<file path="src/rtl/mem_pkg.sv">
// Shared types and constants for the MEM-stage SRAM controller.
package mem_pkg;

    localparam int unsigned DEFAULT_ADDR_BASE = 1024;
    localparam int unsigned HALF_W            = 16;
    localparam int unsigned WORD_W            = 32;

    typedef enum logic [1:0] {
        IDLE = 2'd0,
        LO   = 2'd1,
        HI   = 2'd2,
        DONE = 2'd3
    } mem_state_t;

    // Operation latched when a request is accepted in IDLE
    typedef struct packed {
        logic              is_write;
        logic [WORD_W-1:0] wdata;
    } mem_req_t;

endpackage

</file>
<file path="src/rtl/sram_phase_timer.sv">
// Loadable down-counter timing one SRAM phase; done while the count is zero.
module sram_phase_timer #(
    parameter int unsigned N = 4
) (
    input  logic clk,
    input  logic rst,
    input  logic start,
    input  logic clear,
    output logic done
);

    localparam int unsigned CNT_W = $clog2(N + 1);

    logic [CNT_W-1:0] count_q;

    // start loads N-1 so done rises on the Nth cycle of the phase
    always_ff @(posedge clk) begin
        if (rst) begin
            count_q <= '0;
        end else if (start) begin
            count_q <= CNT_W'(N - 1);
        end else if (clear) begin
            count_q <= '0;
        end else if (count_q != '0) begin
            count_q <= count_q - CNT_W'(1);
        end
    end

    assign done = (count_q == '0);

endmodule

</file>
<file path="src/rtl/sram_mem_ctrl.sv">
// MEM-stage controller: one 32-bit load/store as two timed 16-bit SRAM phases,
// stalling the pipeline until the access completes.
module sram_mem_ctrl
    import mem_pkg::*;
#(
    parameter int unsigned ADDR_BASE     = DEFAULT_ADDR_BASE,
    parameter int unsigned ACCESS_CYCLES = 4,
    parameter int unsigned SRAM_ADDR_W   = 18
) (
    input  logic                   clk,
    input  logic                   rst,
    input  logic                   mem_read,
    input  logic                   mem_write,
    input  logic [WORD_W-1:0]      address,
    input  logic [WORD_W-1:0]      wdata,
    output logic [WORD_W-1:0]      rdata,
    output logic                   ready,
    output logic                   freeze,
    output logic [SRAM_ADDR_W-1:0] sram_addr,
    output logic [HALF_W-1:0]      sram_dq_out,
    output logic                   sram_dq_oe,
    input  logic [HALF_W-1:0]      sram_dq_in,
    output logic                   sram_we_n
);

    localparam int unsigned IDX_W = SRAM_ADDR_W - 1;

    mem_state_t             state_q, state_d;
    mem_req_t               req_q, req_d;
    logic [IDX_W-1:0]       idx_q, idx_d;
    logic [WORD_W-1:0]      rdata_d;
    logic                   ready_d;
    logic [SRAM_ADDR_W-1:0] sram_addr_d;
    logic [HALF_W-1:0]      sram_dq_out_d;
    logic                   sram_dq_oe_d;
    logic                   sram_we_n_d;
    logic                   timer_start;
    logic                   timer_clear;
    logic                   phase_done;

    // Word index relative to the SRAM window; out-of-range wraps silently
    logic [WORD_W-1:0] addr_off;
    logic [IDX_W-1:0]  word_idx;
    logic              unused_addr_bits;

    assign addr_off         = address - WORD_W'(ADDR_BASE);
    assign word_idx         = addr_off[IDX_W+1:2];
    assign unused_addr_bits = ^{addr_off[WORD_W-1:IDX_W+2], addr_off[1:0]};

    sram_phase_timer #(
        .N(ACCESS_CYCLES)
    ) u_timer (
        .clk   (clk),
        .rst   (rst),
        .start (timer_start),
        .clear (timer_clear),
        .done  (phase_done)
    );

    // Next-state, read capture and next-cycle SRAM pin values
    always_comb begin
        state_d       = state_q;
        req_d         = req_q;
        idx_d         = idx_q;
        rdata_d       = rdata;
        timer_start   = 1'b0;
        timer_clear   = 1'b0;
        sram_addr_d   = '0;
        sram_dq_out_d = '0;
        sram_dq_oe_d  = 1'b0;
        sram_we_n_d   = 1'b1;
        ready_d       = 1'b0;

        case (state_q)
            IDLE: begin
                if (mem_read | mem_write) begin
                    state_d        = LO;
                    req_d.is_write = mem_write;
                    req_d.wdata    = wdata;
                    idx_d          = word_idx;
                    timer_start    = 1'b1;
                end
            end
            LO: begin
                if (phase_done) begin
                    state_d     = HI;
                    timer_start = 1'b1;
                    if (!req_q.is_write) begin
                        rdata_d[HALF_W-1:0] = sram_dq_in;
                    end
                end
            end
            HI: begin
                if (phase_done) begin
                    state_d = DONE;
                    if (!req_q.is_write) begin
                        rdata_d[WORD_W-1:HALF_W] = sram_dq_in;
                    end
                end
            end
            DONE: begin
                state_d = IDLE;
            end
            default: begin
                state_d = IDLE;
            end
        endcase

        timer_clear = (state_d != state_q) && !timer_start;

        if (state_d == LO || state_d == HI) begin
            sram_addr_d = {idx_d, (state_d == HI)};
            if (req_d.is_write) begin
                sram_we_n_d   = 1'b0;
                sram_dq_oe_d  = 1'b1;
                sram_dq_out_d = (state_d == HI) ? req_d.wdata[WORD_W-1:HALF_W]
                                                : req_d.wdata[HALF_W-1:0];
            end
        end

        ready_d = (state_d == DONE);
    end

    always_ff @(posedge clk) begin
        if (rst) begin
            state_q     <= IDLE;
            req_q       <= '0;
            idx_q       <= '0;
            rdata       <= '0;
            ready       <= 1'b0;
            sram_addr   <= '0;
            sram_dq_out <= '0;
            sram_dq_oe  <= 1'b0;
            sram_we_n   <= 1'b1;
        end else begin
            state_q     <= state_d;
            req_q       <= req_d;
            idx_q       <= idx_d;
            rdata       <= rdata_d;
            ready       <= ready_d;
            sram_addr   <= sram_addr_d;
            sram_dq_out <= sram_dq_out_d;
            sram_dq_oe  <= sram_dq_oe_d;
            sram_we_n   <= sram_we_n_d;
        end
    end

    // Stall must rise in the same cycle the request appears
    assign freeze = (mem_read | mem_write) & ~ready;

endmodule
</file>
<file path="config.mk">
export PLATFORM = sky130hd
export DESIGN_NAME = sram_mem_ctrl
export DESIGN_NICKNAME = d
export VERILOG_FILES = /design/src/rtl/mem_pkg.sv /design/src/rtl/sram_phase_timer.sv /design/src/rtl/sram_mem_ctrl.sv
export SDC_FILE = /design/constraint.sdc
export NUM_CORES = 1
export LEC_CHECK = 0
export ABC_AREA = 0
export CAP_MARGIN = 20
export CORE_MARGIN = 3
export CORE_UTILIZATION = 40
export CTS_BUF_LIST = sky130_fd_sc_hd__clkbuf_4
export DETAILED_ROUTE_END_ITERATION = 12
export PLACE_DENSITY = 0.76
export RECOVER_POWER = 100
export SYNTH_ARGS = -nofsm -noshare
export SYNTH_HDL_FRONTEND = slang
export SYNTH_SLANG_ARGS = --single-unit
</file>
<file path="constraint.sdc">
create_clock -name clk -period 7.1 [get_ports clk]
set_input_delay 0.71 -clock clk [delete_from_list [all_inputs] [get_ports clk]]
set_output_delay 0.71 -clock clk [all_outputs]
set_load 0.02 [all_outputs]
</file>
==> flow_summary.json <==
{
  "status": "complete, but fails checks",
  "violations": "max-capacitance violations, max-slew violations",
  "pin_count": 154,
  "drive_gt1_share_pct": 7.231,
  "area_delta_synth_final_pct": 34.58,
  "crit_arrival_ns": 5.33,
  "hold_viol_final": 0,
  "synth_edf_count": 0,
  "htreeDepth": 4,
  "ys_async_sr_fraction_pct": 0,
  "ant_nets": 0,
  "ys_ff_latch": 124,
  "viasPerCell": 4.997,
  "grt_setup_unrepaired": "no",
  "cts_made_buffers": 17,
  "critPathRequiredTime_ns": 7.49,
  "routed_wl_mm": 11.25,
  "yosysWarnings": 0,
  "pre_cts_ws_ns": 3.123,
  "synth_ff_type": "dfxtp_1",
  "dr.pass1.iters": 6,
  "fin_nets": 726,
  "die_y_um": 115.5,
  "antenna_found_initial": 0,
  "postSynthCellCount": 510,
  "whs_path_depth": 2,
  "finalCritPeriodShare_pct": 69.68,
  "cts_tree": "built",
  "fmax_ghz": 0.2021,
  "slew_headroom_pct": -36.87,
  "synthesis.area_mm2": 0.004795,
  "synth_top_cell_by_area": "dfxtp_1",
  "grtUsageTotal_pct": 17.68,
  "clock_latency_ns": 0.53,
  "grt_pass1_vias": 3916,
  "row_count": 39,
  "synth_area_leaders": "dfxtp_1, nand2_1, a21oi_1, mux4_1, mux4_2",
  "maxSlewViolCount": 140,
  "grt_pass1_wl_mm": 18.41,
  "wl_per_cell_um": 14.19,
  "n_fill_cell": 1036,
  "drc": 0,
  "path_class": "primary input to flip-flop",
  "r2r_cells": 5,
  "clock-root-buffer": "clkbuf_4",
  "synth_common_cells": "nand2_1, dfxtp_1, a21oi_1, nor2_1, nor3_1",
  "crit_start": "mem_write",
  "r2r_slack_ns": 2.32,
  "vias": 3963,
  "start_util_pct": 41.46,
  "syn-mean-instance-area_um2": 9.401,
  "ctsResizeCount": 0,
  "cp_max_fo": 42,
  "tightest_slew_ns": 2.053,
  "synth.most_common_cell": "nand2_1",
  "skew_ns": 0.01509,
  "gp_congestion": 0.8166,
  "dieArea_mm2": 0.01334,
  "synth_seq_area_share_pct": 51.77,
  "tns_ns": 0,
  "diodes": 0,
  "port_buffers": 138,
  "dp_hpwl_mm": 7.699,
  "cts_buffer_depth": 2,
  "clkSinkCount": 124,
  "setup_ws_ns": 2.153,
  "die_w_um": 115.5,
  "worst_setup_path_start_kind": "primary input",
  "cap_violations": 5,
  "final-setup-viol-count": 0,
  "clk_pin_slew_ns": 0.10,
  "power_density_mw_per_mm2": 287.3,
  "post_cts_buffers": 0,
  "holdCritPathClass": "flip-flop to flip-flop",
  "period_minus_slack_ns": 4.947,
  "dr.first_iter.drc_count": 196,
  "min_to": "req_q[7]$_SDFF_PP0_",
  "syn_nets": 599,
  "synth_cell_types": 38,
  "grt_start_max_net_pins": 90,
  "p_leak_nw": 2.640,
  "vdd_ir_drop_max_mv": 0.1445,
  "r2r-end": "sram_dq_out[11]$_SDFF_PP0_",
  "synth_top_area_share_pct": 51.77,
  "hp-start": "req_q[7]$_SDFF_PP0_",
  "cp-end-kind": "flip-flop",
  "core_mm2": 0.01156,
  "grt_overflow": 0,
  "rr_startpoint": "state_q[1]$_SDFF_PP0_",
  "postCtsHoldBufs": 0
}
state kept, by name, summed over array words and instances, names as in the netlist:
name,cells
req_q,33
rdata,32
sram_addr,18
idx_q,17
sram_dq_out,16
u_timer.count_q,3
state_q,2
ready,1
sram_dq_oe,1
sram_we_n,1
cells by family after synthesis:
family                   after synthesis  share of synthesized area, %
AO/OA/AOI/OAI                         80                         8.899
XOR/XNOR                               3                        0.5481
adder cells (fa/ha/maj)                5                         1.305
buffers and inverters                 40                         5.063
flip-flops                           124                         51.77
multiplexers                          28                         10.65
AND/OR/NAND/NOR                      230                         21.76
where the power goes:
group	leakage (nW)	total [mW]	internal, mW	switching (mW)
Clock	0.174	0.570	0.314	0.257
Combinational	1.45	0.470	0.214	0.256
Sequential	1.01	0.814	0.780	0.0337
layout make-up:
cell class / count / area [µm²] / area share, %
Tap cell: 143 / 178.9 / 2.773
Clock buffer: 18 / 135.1 / 2.094
Timing Repair Buffer: 141 / 1391 / 21.56
Sequential cell: 124 / 2482 / 38.47
Clock inverter: 14 / 200.2 / 3.103
Multi-Input combinational cell: 346 / 2038 / 31.59
Inverter: 7 / 26.28 / 0.4072
metal layers:
layer  GRT usage (%)  vias up  part of all wire, %
met2           30.13      117                   50
met4           8.294        0                  2.4
met3           5.535       21                  5.4
met5               0        -                    0
li1                -     1966                    -
met1           20.23     1859                   42
stage by stage:
| step | std cells | hold slack, ns | util, % | area, µm² | total power [mW] |
|---|---|---|---|---|---|
| after global placement | 761 | 0.4367 | 53.32 | 6166 | 1.310 |
| after detailed placement | 761 | 0.4437 | 53.32 | 6166 | 1.326 |
| after global routing | 793 | 0.4770 | 55.79 | 6452 | 1.959 |
| final | 793 | 0.4553 | 55.79 | 6452 | 1.854 |
| after floorplan | 510 | 0.4317 | - | 4795 | 1.166 |
| after CTS | 793 | 0.4595 | 56.22 | 6501 | 1.901 |
worst max path at each step:
stage | to | slack [ns] | cells past startpoint
3_3_place_gp | sram_dq_out[12]$_SDFF_PP0_ | 3.19 | 8
4_1_cts | sram_dq_out[14]$_SDFF_PP0_ | 3.73 | 8
5_1_grt | sram_dq_out[11]$_SDFF_PP0_ | 1.82 | 6
3_5_place_dp | sram_dq_out[14]$_SDFF_PP0_ | 3.12 | 8
6_report | sram_dq_out[11]$_SDFF_PP0_ | 2.15 | 6
2_1_floorplan | sram_dq_out[0]$_SDFF_PP0_ | 4.48 | 9
worst max-delay path, cell delays in order:
cell           delay, ns
dlygate4sd3_1       0.56
nor2_1              0.15
nor2_1              1.46
clkbuf_1            1.57
mux4_1              0.71
nor2b_1             0.15
cell usage in the layout, fill, tap and decap left out, drive strengths merged, types with 6 or more instances in the layout:
cell and instances:
nor2b 20, nand2 129, inv 6, clkdlybuf4s50 65, nand2b 6, mux2i 12
dlygate4sd3 72, clkinv 8, mux4 16, nor3 22, clkbuf 20, dfxtp 124
a21oi 67, nor2 38
(Power assumes the default switching activity.)
